**config.mk**
```make
export PLATFORM = sky130hd
export DESIGN_NAME = mult4_seq_ctrl
export DESIGN_NICKNAME = d
export VERILOG_FILES = /design/src/rtl/mult4_seq_ctrl.sv
export SDC_FILE = /design/constraint.sdc
export NUM_CORES = 1
export LEC_CHECK = 0
export ABC_CLOCK_PERIOD_IN_PS = 3900
export CAP_MARGIN = 10
export CORE_MARGIN = 2
export CORE_UTILIZATION = 65
export CTS_BUF_LIST = sky130_fd_sc_hd__clkbuf_8
export DETAILED_ROUTE_END_ITERATION = 10
export DONT_BUFFER_PORTS = 1
export PLACE_DENSITY_LB_ADDON = 0.25
export SLEW_MARGIN = 20
export SYNTH_ARGS = -nofsm -noshare
export SYNTH_HDL_FRONTEND = slang
export SYNTH_SLANG_ARGS = --single-unit
```
**constraint.sdc**
```tcl
create_clock -name clk -period 3.9 [get_ports clk]
set_input_delay 0.78 -clock clk [delete_from_list [all_inputs] [get_ports clk]]
set_output_delay 0.78 -clock clk [all_outputs]
set_load 0.05 [all_outputs]
```
**src/rtl/mult4_seq_ctrl.sv**
```systemverilog
// Sequential 4x4 multiplier controller driving a shared external 2x2 multiplier
// over four partial-product cycles. Optional result checker: MULT4_SEQ_CHECK_EN.
//
// state | meaning
// IDLE  | waiting for an operand request
// LL    | a[1:0] x b[1:0], weight 1
// LH    | a[1:0] x b[3:2], weight 4
// HL    | a[3:2] x b[1:0], weight 4
// HH    | a[3:2] x b[3:2], weight 16
// DONE  | product presented, held until out_ready
module mult4_seq_ctrl #(
  parameter int ACC_W = 8
) (
  input  logic             clk,
  input  logic             rst_n,
  input  logic             in_valid,
  output logic             in_ready,
  input  logic [3:0]       a,
  input  logic [3:0]       b,
  output logic             out_valid,
  input  logic             out_ready,
  output logic [ACC_W-1:0] p,
  output logic [1:0]       pp_a,
  output logic [1:0]       pp_b,
  input  logic [3:0]       pp_p,
  output logic             busy
`ifdef MULT4_SEQ_CHECK_EN
  ,
  output logic             err,
  output logic [7:0]       err_cnt
`endif
);

  typedef enum logic [2:0] {
    S_IDLE,
    S_LL,
    S_LH,
    S_HL,
    S_HH,
    S_DONE
  } state_t;

  state_t           state_q, state_d;
  logic [3:0]       a_q, a_d;
  logic [3:0]       b_q, b_d;
  logic [ACC_W-1:0] acc_q, acc_d;
  logic [ACC_W-1:0] pp_ext;

  assign pp_ext = ACC_W'(pp_p);
  assign p      = acc_q;

  always_ff @(posedge clk or negedge rst_n) begin
    if (!rst_n) begin
      state_q <= S_IDLE;
      a_q     <= '0;
      b_q     <= '0;
      acc_q   <= '0;
    end else begin
      state_q <= state_d;
      a_q     <= a_d;
      b_q     <= b_d;
      acc_q   <= acc_d;
    end
  end

  always_comb begin
    state_d   = state_q;
    a_d       = a_q;
    b_d       = b_q;
    acc_d     = acc_q;
    pp_a      = 2'b00;
    pp_b      = 2'b00;
    in_ready  = 1'b0;
    out_valid = 1'b0;
    busy      = 1'b0;
    case (state_q)
      S_IDLE: begin
        in_ready = 1'b1;
      end
      S_LL: begin
        busy    = 1'b1;
        pp_a    = a_q[1:0];
        pp_b    = b_q[1:0];
        acc_d   = acc_q + pp_ext;
        state_d = S_LH;
      end
      S_LH: begin
        busy    = 1'b1;
        pp_a    = a_q[1:0];
        pp_b    = b_q[3:2];
        acc_d   = acc_q + (pp_ext << 2);
        state_d = S_HL;
      end
      S_HL: begin
        busy    = 1'b1;
        pp_a    = a_q[3:2];
        pp_b    = b_q[1:0];
        acc_d   = acc_q + (pp_ext << 2);
        state_d = S_HH;
      end
      S_HH: begin
        busy    = 1'b1;
        pp_a    = a_q[3:2];
        pp_b    = b_q[3:2];
        acc_d   = acc_q + (pp_ext << 4);
        state_d = S_DONE;
      end
      S_DONE: begin
        out_valid = 1'b1;
        in_ready  = out_ready;
        if (out_ready) state_d = S_IDLE;
      end
      default: state_d = S_IDLE;
    endcase
    // Accept overrides the DONE->IDLE exit so back-to-back requests see no gap.
    if (in_valid && in_ready) begin
      a_d     = a;
      b_d     = b;
      acc_d   = '0;
      state_d = S_LL;
    end
  end

`ifdef MULT4_SEQ_CHECK_EN
  logic [7:0] exact_prod;
  logic [7:0] err_cnt_q, err_cnt_d;

  assign exact_prod = {4'b0000, a_q} * {4'b0000, b_q};
  assign err        = out_valid && (acc_q != ACC_W'(exact_prod));
  assign err_cnt    = err_cnt_q;

  always_comb begin
    err_cnt_d = err_cnt_q;
    if (err && out_ready && (err_cnt_q != 8'hFF)) err_cnt_d = err_cnt_q + 8'd1;
  end

  always_ff @(posedge clk or negedge rst_n) begin
    if (!rst_n) err_cnt_q <= '0;
    else        err_cnt_q <= err_cnt_d;
  end
`endif

endmodule

```
==> After elaboration in Yosys (flattened, before gate mapping) <==
Cells that the tools add are included.
{ "op_classes": {"add_sub_neg": 3, "eq_ne": 7, "mux": 10, "reduce_logical": 10} }
{ "ops": {"columns": ["op", "count"], "rows": [
  ["case mux 8 bit (3 select lines)", 1],
  ["case mux 3 bit (6 select lines)", 1],
  ["OR reduction 2 bit", 5],
  ["adder 8 x 4 -> 8 bit", 1],
  ["adder 8 x 6 -> 8 bit", 1],
  ["adder 8 bit", 1],
  ["2-to-1 mux 8 bit", 1],
  ["case mux 2 bit (2 select lines)", 2],
  ["== test 3 x 2 -> 1 bit (second input constant)", 2],
  ["== test 3 bit (second input constant)", 2],
  ["2-to-1 mux 3 bit", 2],
  ["nonzero test 4 bit", 1],
  ["OR reduction 4 bit", 1],
  ["== test 3 x 1 -> 1 bit (second input constant)", 1],
  ["zero test 3 bit", 1],
  ["!= test 3 bit (second input constant)", 1],
  ["2-to-1 mux 1 bit", 2],
  ["!= test 2 bit (second input constant)", 1],
  ["case mux 1 bit (2 select lines)", 1],
  ["AND reduction 2 bit", 1],
  ["logical AND 1 bit", 1]
]} }
{ "totals": {"regBits": 19, "inputBits": 16, "output_inout_bits": 15, "word_cells": 34} }

==> Logic depth before layout (Yosys ltp) <==
Gate-level depths: netlist of run 1.
{ "depth": {"word_depth": 5, "depth_mapped": 8} }

==> Least setup slack after synthesis of run 1 <==
No wires, ideal clock.
{ "synth_path": {"path_kind": "register to output", "from": "register state_q[1]", "to": "output pp_a[0]", "t_arrival_ns": 2.035, "required_time_ns": 3.120, "slack_ns": 1.085, "path_stages_with_launch": 6, "path_cell_list": "dfrtp_1 buf_6 clkbuf_1 nor2_1 a21oi_1 o21ai_0"} }
{ "synth_between": {"elab_chain_len": 3, "elab_cells_between_ends": 7, "classes_between": "eq/ne (4); mux (1); reduce/logical (2)"} }
{ "synth_lines": {"columns": ["element", "line_no", "text"], "rows": [
  ["start: declaration", "43", "state_t state_q, state_d;"],
  ["start signal: assignment", "59", "state_q <= state_d;"],
  ["== test 3 bit (tied with other cells)", "76", "case (state_q)"],
  ["OR reduction 2 bit (no line)", null, null],
  ["case mux 2 bit (2 select lines) *", "76", null],
  ["end: declaration", "23", "output logic [1:0] pp_a,"]
]} }
Every way passes the cells marked *; elsewhere a longest branch is shown, timed or not.

==> Worst setup path in the final report of run 1 <==
{ "layout_path": {"from": "register state_q[1]", "to": "output pp_a[1]"} }
Same word-level chain as after synthesis.

==> implementation parameters, run 1 <==
Parameter                              Value

STA
  Pin slew with the least headroom to its limit ... ~0.77 ns
  Number of pins with negative max-slew slack in the final report ... 0
  Fmax ... 348 MHz
  Final total negative setup slack ... 0 ns
  Tcrit/Tclk final ... 0.738
  Fin worst setup slack ... 1.02 ns
  Final Hold Fails ... 0
  Total setup violations reported at the end of the flow ... 0
  Clock period minus final worst setup slack ... 2.88 ns
  Max Clock Skew ... 0.00201 ns
  RSZ-0062 raised after global routing ... no
  Max_slew headroom ... 0.484

Logic synthesis
  Share of synthesized cell area in and, or, nand and nor gates ... 0.155
  Leading register cell type out of synthesis ... sky130_fd_sc_hd__dfrtp_1
  Top cell type's share of synthesized area ... 0.306
  Compound-cell area share of the yosys netlist ... 0.240
  Number of storage elements in the synthesis netlist ... 19
  Top cell type by total area after synthesis ... sky130_fd_sc_hd__dfrtp_1
  Number of synthesis warnings ... 0
  Top cells by area in the synthesized netlist ... sky130_fd_sc_hd__dfrtp_1, sky130_fd_sc_hd__ha_1, sky130_fd_sc_hd__mux2_2
  Top cells by count, synth ... sky130_fd_sc_hd__dfrtp_1, sky130_fd_sc_hd__a21oi_1, sky130_fd_sc_hd__nor2_1
  Net Count, Synth ... 196
  Proportion of synthesized flip-flops having asynchronous set or reset ... 1.00
  Most common cell in the netlist ... sky130_fd_sc_hd__dfrtp_1
  Count of distinct cell types in the synthesized netlist ... 45
  Syn Std Cell Area ... 1550 um2
  Sequential cell area fraction in the yosys report ... 0.306
  Number of synthesized flops with an enable pin ... 0
  Post-synthesis adder-cell area fraction ... 0.127
  Share of cell area taken by muxes after synthesis ... 0.0838
  Cell count after synthesis ... 166
  Mean Syn Cell Area ... 9.35 um2
  Largest family of logic cells by synthesized area ... compound AO/OA/AOI/OAI gates
  Area share of xor/xnor cells in the synthesized design ... 0.0395

GRT
  Pin count of the biggest net entering global routing ... 25
  Total global-route track usage ... 0.267
  Initial antenna violation count ... 0
  First-pass GRT wire length ... around 5.4 mm
  Via count of the first global-routing pass ... 1218
  Grt ovf ... 0

Cells and area
  Area occupied by multi-input gates ... 1000 um2
  # fillers ... 170
  Final-stage net count ... 199
  N_diodes ... 0
  Post-synthesis to final-layout area growth ... 4.19%
  Share of cells above drive strength 1 ... 0.125
  Area taken by flip-flops and latches ... ~480 um2

Clock network
  Number of buffers added to fix hold violations after cts ... 0
  Root buffer cell ... sky130_fd_sc_hd__clkbuf_8
  Clock H-tree levels ... 1
  Inserted Clock Buffers ... 3
  Clock transition at the register clock pins on the worst setup and hold paths after CTS ... 0.07 ns
  Max Buffers Root-to-Sink ... 2
  Clock tree from TritonCTS ... done
  Setup Buffers After CTS ... 0
  Clock sinks ... 19
  Worst-Skew Late Latency ... 0.25 ns
  Cts repair resizes ... 0

Setup path
  Crit start category ... flop
  Endpoint arrival time on the critical path ... 2.10 ns
  Internal reg-to-reg setup slack ... 1.40 ns
  Worst EP required ... ~3.1 ns
  Endpoint type of the worst setup path ... output pin
  Critical path fanouts, max ... 19
  Start-to-end type of the worst setup path ... flop to output pin

Drt
  Detailed Route WL ... 3.45 mm
  Residual antenna-violating net count after detailed routing ... 0
  Vias ... ~1300
  Mean routed wirelength per cell ... 17.6 um
  Router iterations before antenna repair ... 4
  DR iter-0 viols ... 48
  Via-per-instance ratio ... 6.61
  DRC violation count after routing ... 0

Die
  Placeable core region ... 2230 um2
  Vert. Die Dim ... 52.9 um
  I/O pin count ... 31
  Die ar. ... 2800 um2
  Initial standard-cell utilization of the core ... 0.695
  Number of rows in the core area ... 17
  Chip Width ... 52.9 um

Placement
  Final weighted congestion in routability-driven placement ... roughly 0.97
  Post-detailed-placement half-perimeter wirelength ... 2.63 mm
  Post-place setup slack ... 1.35 ns
  Buffers on Ports ... 0

Run status
  Outcome ... complete, no violations

Run
  Maximum Capacitance Violations ... 0

Hold path
  Class of the tightest hold or removal check ... input pin to async pin
## flip-flops by register name, summed over array words and instances, names as in the netlist
| name | flops |
|---|---|
| a_q | 4 |
| state_q | 3 |
| p | 8 |
| b_q | 4 |
## final cells by class
| class | instances | area share |
|---|---|---|
| multi-input cells | 132 | 0.619 |
| flip-flops and latches | 19 | 0.294 |
| clock buffers | 3 | 0.0255 |
| inverters | 10 | 0.0232 |
| well taps | 28 | 0.0217 |
| repair buffers | 3 | 0.0139 |
| clock inverters | 1 | 0.00232 |
## critical path, stage by stage (launching register included)
cell and delay (ns):
sky130_fd_sc_hd__dfrtp_1 0.79, sky130_fd_sc_hd__clkinv_1 0.43, sky130_fd_sc_hd__nor2_1 0.20, sky130_fd_sc_hd__a21oi_1 0.06, sky130_fd_sc_hd__o21ai_1 0.14, sky130_fd_sc_hd__buf_4 0.22
## per-layer routing
layer / share of wire / GRT usage
met1: 0.43 / 0.349
met2: 0.49 / 0.458
met3: 0.069 / 0.0311
met4: 0.011 / 0.0855
met5: 0 / 0
## through the flow
step	hold WS [ns]	instances	cell area [um2]	util
CTS	0.212	196	1620	0.724
global route	0.203	196	1620	0.724
detailed placement	0.485	192	1570	0.704
global placement	0.485	192	1570	0.704
floorplan	0.480	166	1550	-
finish	0.214	196	1620	0.724
## placed cells by master, fill, tap and decap left out, drive strengths merged, types with 4 or more instances in the layout
cell type  netlist  final
a21o             4      4
a21oi           17     17
and3             4      4
dfrtp           19     19
ha              11     11
inv              9     10
mux2             8      8
mux2i            4      4
nand2            7      7
nand2b           4      4
nand3            5      5
nor2            12     12
nor3             4      4
o211ai           6      6
o21ai           11     11
xnor2            5      5
## cells by family after synthesis
logic type / Yosys count
and+or+nand+nor: 44
muxes: 12
adders and majority gates: 14
xor gates and xnor gates: 7
AOI/OAI and AO/OA: 55
buffers and inverters: 15
DFF: 19
## worst paths after layout
path / start / endpoint / depth (start not counted)
max: state_q[1] / pp_a[1] / 5
min: rst_n / a_q[0] / 0
max reg2reg: p[4] / p[6] / 8
min reg2reg: b_q[0] / b_q[0] / 1
max in group asynchronous: rst_n / p[5] / 0
min in group clk: b_q[0] / b_q[0] / 1
Power of run 1 is not shown: default switching activity piles up to over one toggle a cycle in this logic, so the estimate is an artifact.
==> inputs of run 2 (changes only) <==
Settings changed: ABC_CLOCK_PERIOD_IN_PS 3900 to 2500, CORE_UTILIZATION 65 to 59.
Clock period 3.9 ns to 2.5 ns, I/O delays scaled along.
==> implementation parameters, run 2 (same netlist as run 1, synthesis figures left out) <==
Parameter                              Value

Cells and area
  Highest-count cells in the layout ignoring fill and taps ... sky130_fd_sc_hd__dfrtp_1, sky130_fd_sc_hd__a21oi_1, sky130_fd_sc_hd__buf_4, sky130_fd_sc_hd__nor2_1, sky130_fd_sc_hd__ha_1
  Area occupied by multi-input gates ... 1000 um2
  Post-synthesis to final-layout area growth ... 10.4%
  Share of cells above drive strength 1 ... 0.183
  Number of flip-flops under the largest register name ... 8
  # fillers ... 208
  Most common cell after layout, fill and taps aside ... sky130_fd_sc_hd__dfrtp_1
  Area taken by flip-flops and latches ... 477 um2
  N_diodes ... 0
  Final-stage net count ... 211

STA
  Final total negative setup slack ... 0 ns
  Tcrit/Tclk final ... 0.897
  Fin worst setup slack ... 0.258 ns
  RSZ-0062 raised after global routing ... no
  Total setup violations reported at the end of the flow ... 0
  Number of pins with negative max-slew slack in the final report ... 0
  Max_slew headroom ... 0.408
  Max Clock Skew ... 0.00245 ns
  Final worst hold slack ... between 0.3 and 0.4 ns
  Fmax ... ~450 MHz
  Pin slew with the least headroom to its limit ... about 0.89 ns
  Clock period minus final worst setup slack ... 2.24 ns
  Final Hold Fails ... 0

Drt
  Via-per-instance ratio ... 6.48
  Top sig layer ... met4
  Sum of met3 wire segment lengths after detailed routing ... 239 um
  Mean routed wirelength per cell ... 17.1 um
  Vias ... 1360
  Detailed Route WL ... 3.60 mm
  Router iterations before antenna repair ... 4
  DRC violation count after routing ... 0
  Residual antenna-violating net count after detailed routing ... 0
  DR iter-0 viols ... 61
  Amount of wire on met2 after detailed routing ... 1.83 mm
  Met1 wire length ... 1.48 mm

Setup path
  Start-to-end type of the worst setup path ... flop to output pin
  Ordered cell list for the critical path ... clkinv_1 -> nor2_1 -> a21oi_1 -> o21ai_1 -> buf_4
  Worst EP required ... roughly 2.0 ns
  Slowest stage delay, CP ... 0.58 ns
  Crit start category ... flop
  Number of buffers and inverters on the critical path ... 2
  Endpoint type of the worst setup path ... output pin
  Critical path's slowest cell ... sky130_fd_sc_hd__dfrtp_1
  Endpoint arrival time on the critical path ... ~1.7 ns
  Top cell family by delay on the critical path ... flip-flops
  Critical path fanouts, max ... 10

Power and ir drop
  Sw Share ... 0.537
  Int Power ... around 1.2 mW
  Power density relative to cell area ... between 1500 and 2000 nW/um2
  Relative contribution of sequential cells to total power ... 0.242
  Final Total Pwr ... 2.68 mW
  Peak VDD IR ... 0.00127 V
  Psw ... 1.44 mW
  Cell leakage power ... between 0.7 and 0.8 nW
  Gate power share ... 0.679
  Clock share of power ... 0.079

Clock network
  Clock transition at the register clock pins on the worst setup and hold paths after CTS ... 0.07 ns
  Clock tree from TritonCTS ... done
  Max Buffers Root-to-Sink ... 2
  Worst-Skew Late Latency ... 0.25 ns
  Clock H-tree levels ... 1
  Setup Buffers After CTS ... 0
  Clock sinks ... 19
  Root buffer cell ... sky130_fd_sc_hd__clkbuf_8
  Inserted Clock Buffers ... 3

Run status
  Outcome ... complete, no violations

Placement
  Post-place setup slack ... 0.310 ns
  Post-detailed-placement half-perimeter wirelength ... slightly below 3 mm
  Final weighted congestion in routability-driven placement ... 0.925
  Buffers on Ports ... 0

Run
  Maximum Capacitance Violations ... 0

GRT
  Grt ovf ... 0
  Total global-route track usage ... 0.250
  Pin count of the biggest net entering global routing ... 20
  First-pass GRT wire length ... just over 6 mm
  Via count of the first global-routing pass ... 1374
  Initial antenna violation count ... 0

Die
  Chip Width ... 55.3 um
  Number of rows in the core area ... 18
  Vert. Die Dim ... 55.3 um
  Die ar. ... between 3000 and 4000 um2
  Initial standard-cell utilization of the core ... 0.627
  I/O pin count ... 31
  Placeable core region ... 2480 um2

Hold path
  Class of the tightest hold or removal check ... input pin to flop
[run 2: cell type report]
cell class,count,share of cell area
flip-flops and latches,19,0.278
inverters,10,0.0219
clock inverters,1,0.00219
repair buffers,15,0.0672
multi-input cells,132,0.585
well taps,30,0.0219
clock buffers,3,0.0241
[run 2: timing repair]
action | 4_1_cts | 5_1_grt
endpoints found under the hold margin | 19 | 0
gates resized for setup | 0 | 1
endpoints found under the setup margin | 0 | 2
hold buffers | 1 | 0
[run 2: path summary, 6_finish.rpt]
kind	from	to	slack (ns)	cells past startpoint
hold reg to reg	b_q[2]	b_q[2]	0.52	1
hold / removal	in_valid	p[0]	0.33	1
setup reg to reg	p[2]	p[6]	0.35	7
min in group asynchronous	rst_n	a_q[1]	0.81	1
setup / recovery	state_q[1]	pp_a[0]	0.26	5
max in group asynchronous	rst_n	state_q[0]	1.09	1
[run 2: routing by layer]
layer,global-route usage,up-vias
met1,0.316,658
met4,0.0871,0
met3,0.0351,6
li1,-,643
met5,0,-
met2,0.437,53
[run 2: through the flow]
stage	instances	instance area [um2]	util
2_1_floorplan	166	1550	-
3_3_place_gp	205	1660	0.669
3_5_place_dp	205	1660	0.669
4_1_cts	210	1710	0.691
5_1_grt	210	1710	0.692
6_report	210	1710	0.692
[run 2: power by group through the flow]
stage	Clock (mW)	Sequential, mW	Combinational, mW
floorplan	0	0.744	1.31
global placement	0	0.639	1.74
detailed placement	0	0.650	1.80
CTS	0.216	0.644	1.81
global route	0.229	0.670	1.98
finish	0.211	0.648	1.82
No activity file was read; power rests on OpenSTA's default activity.
==> inputs of run 3 (changes only) <==
Settings changed: GPL_TIMING_DRIVEN set to 1.
==> results of run 3 <==
The final DEF is identical to that of run 2; final timing and power are the same.
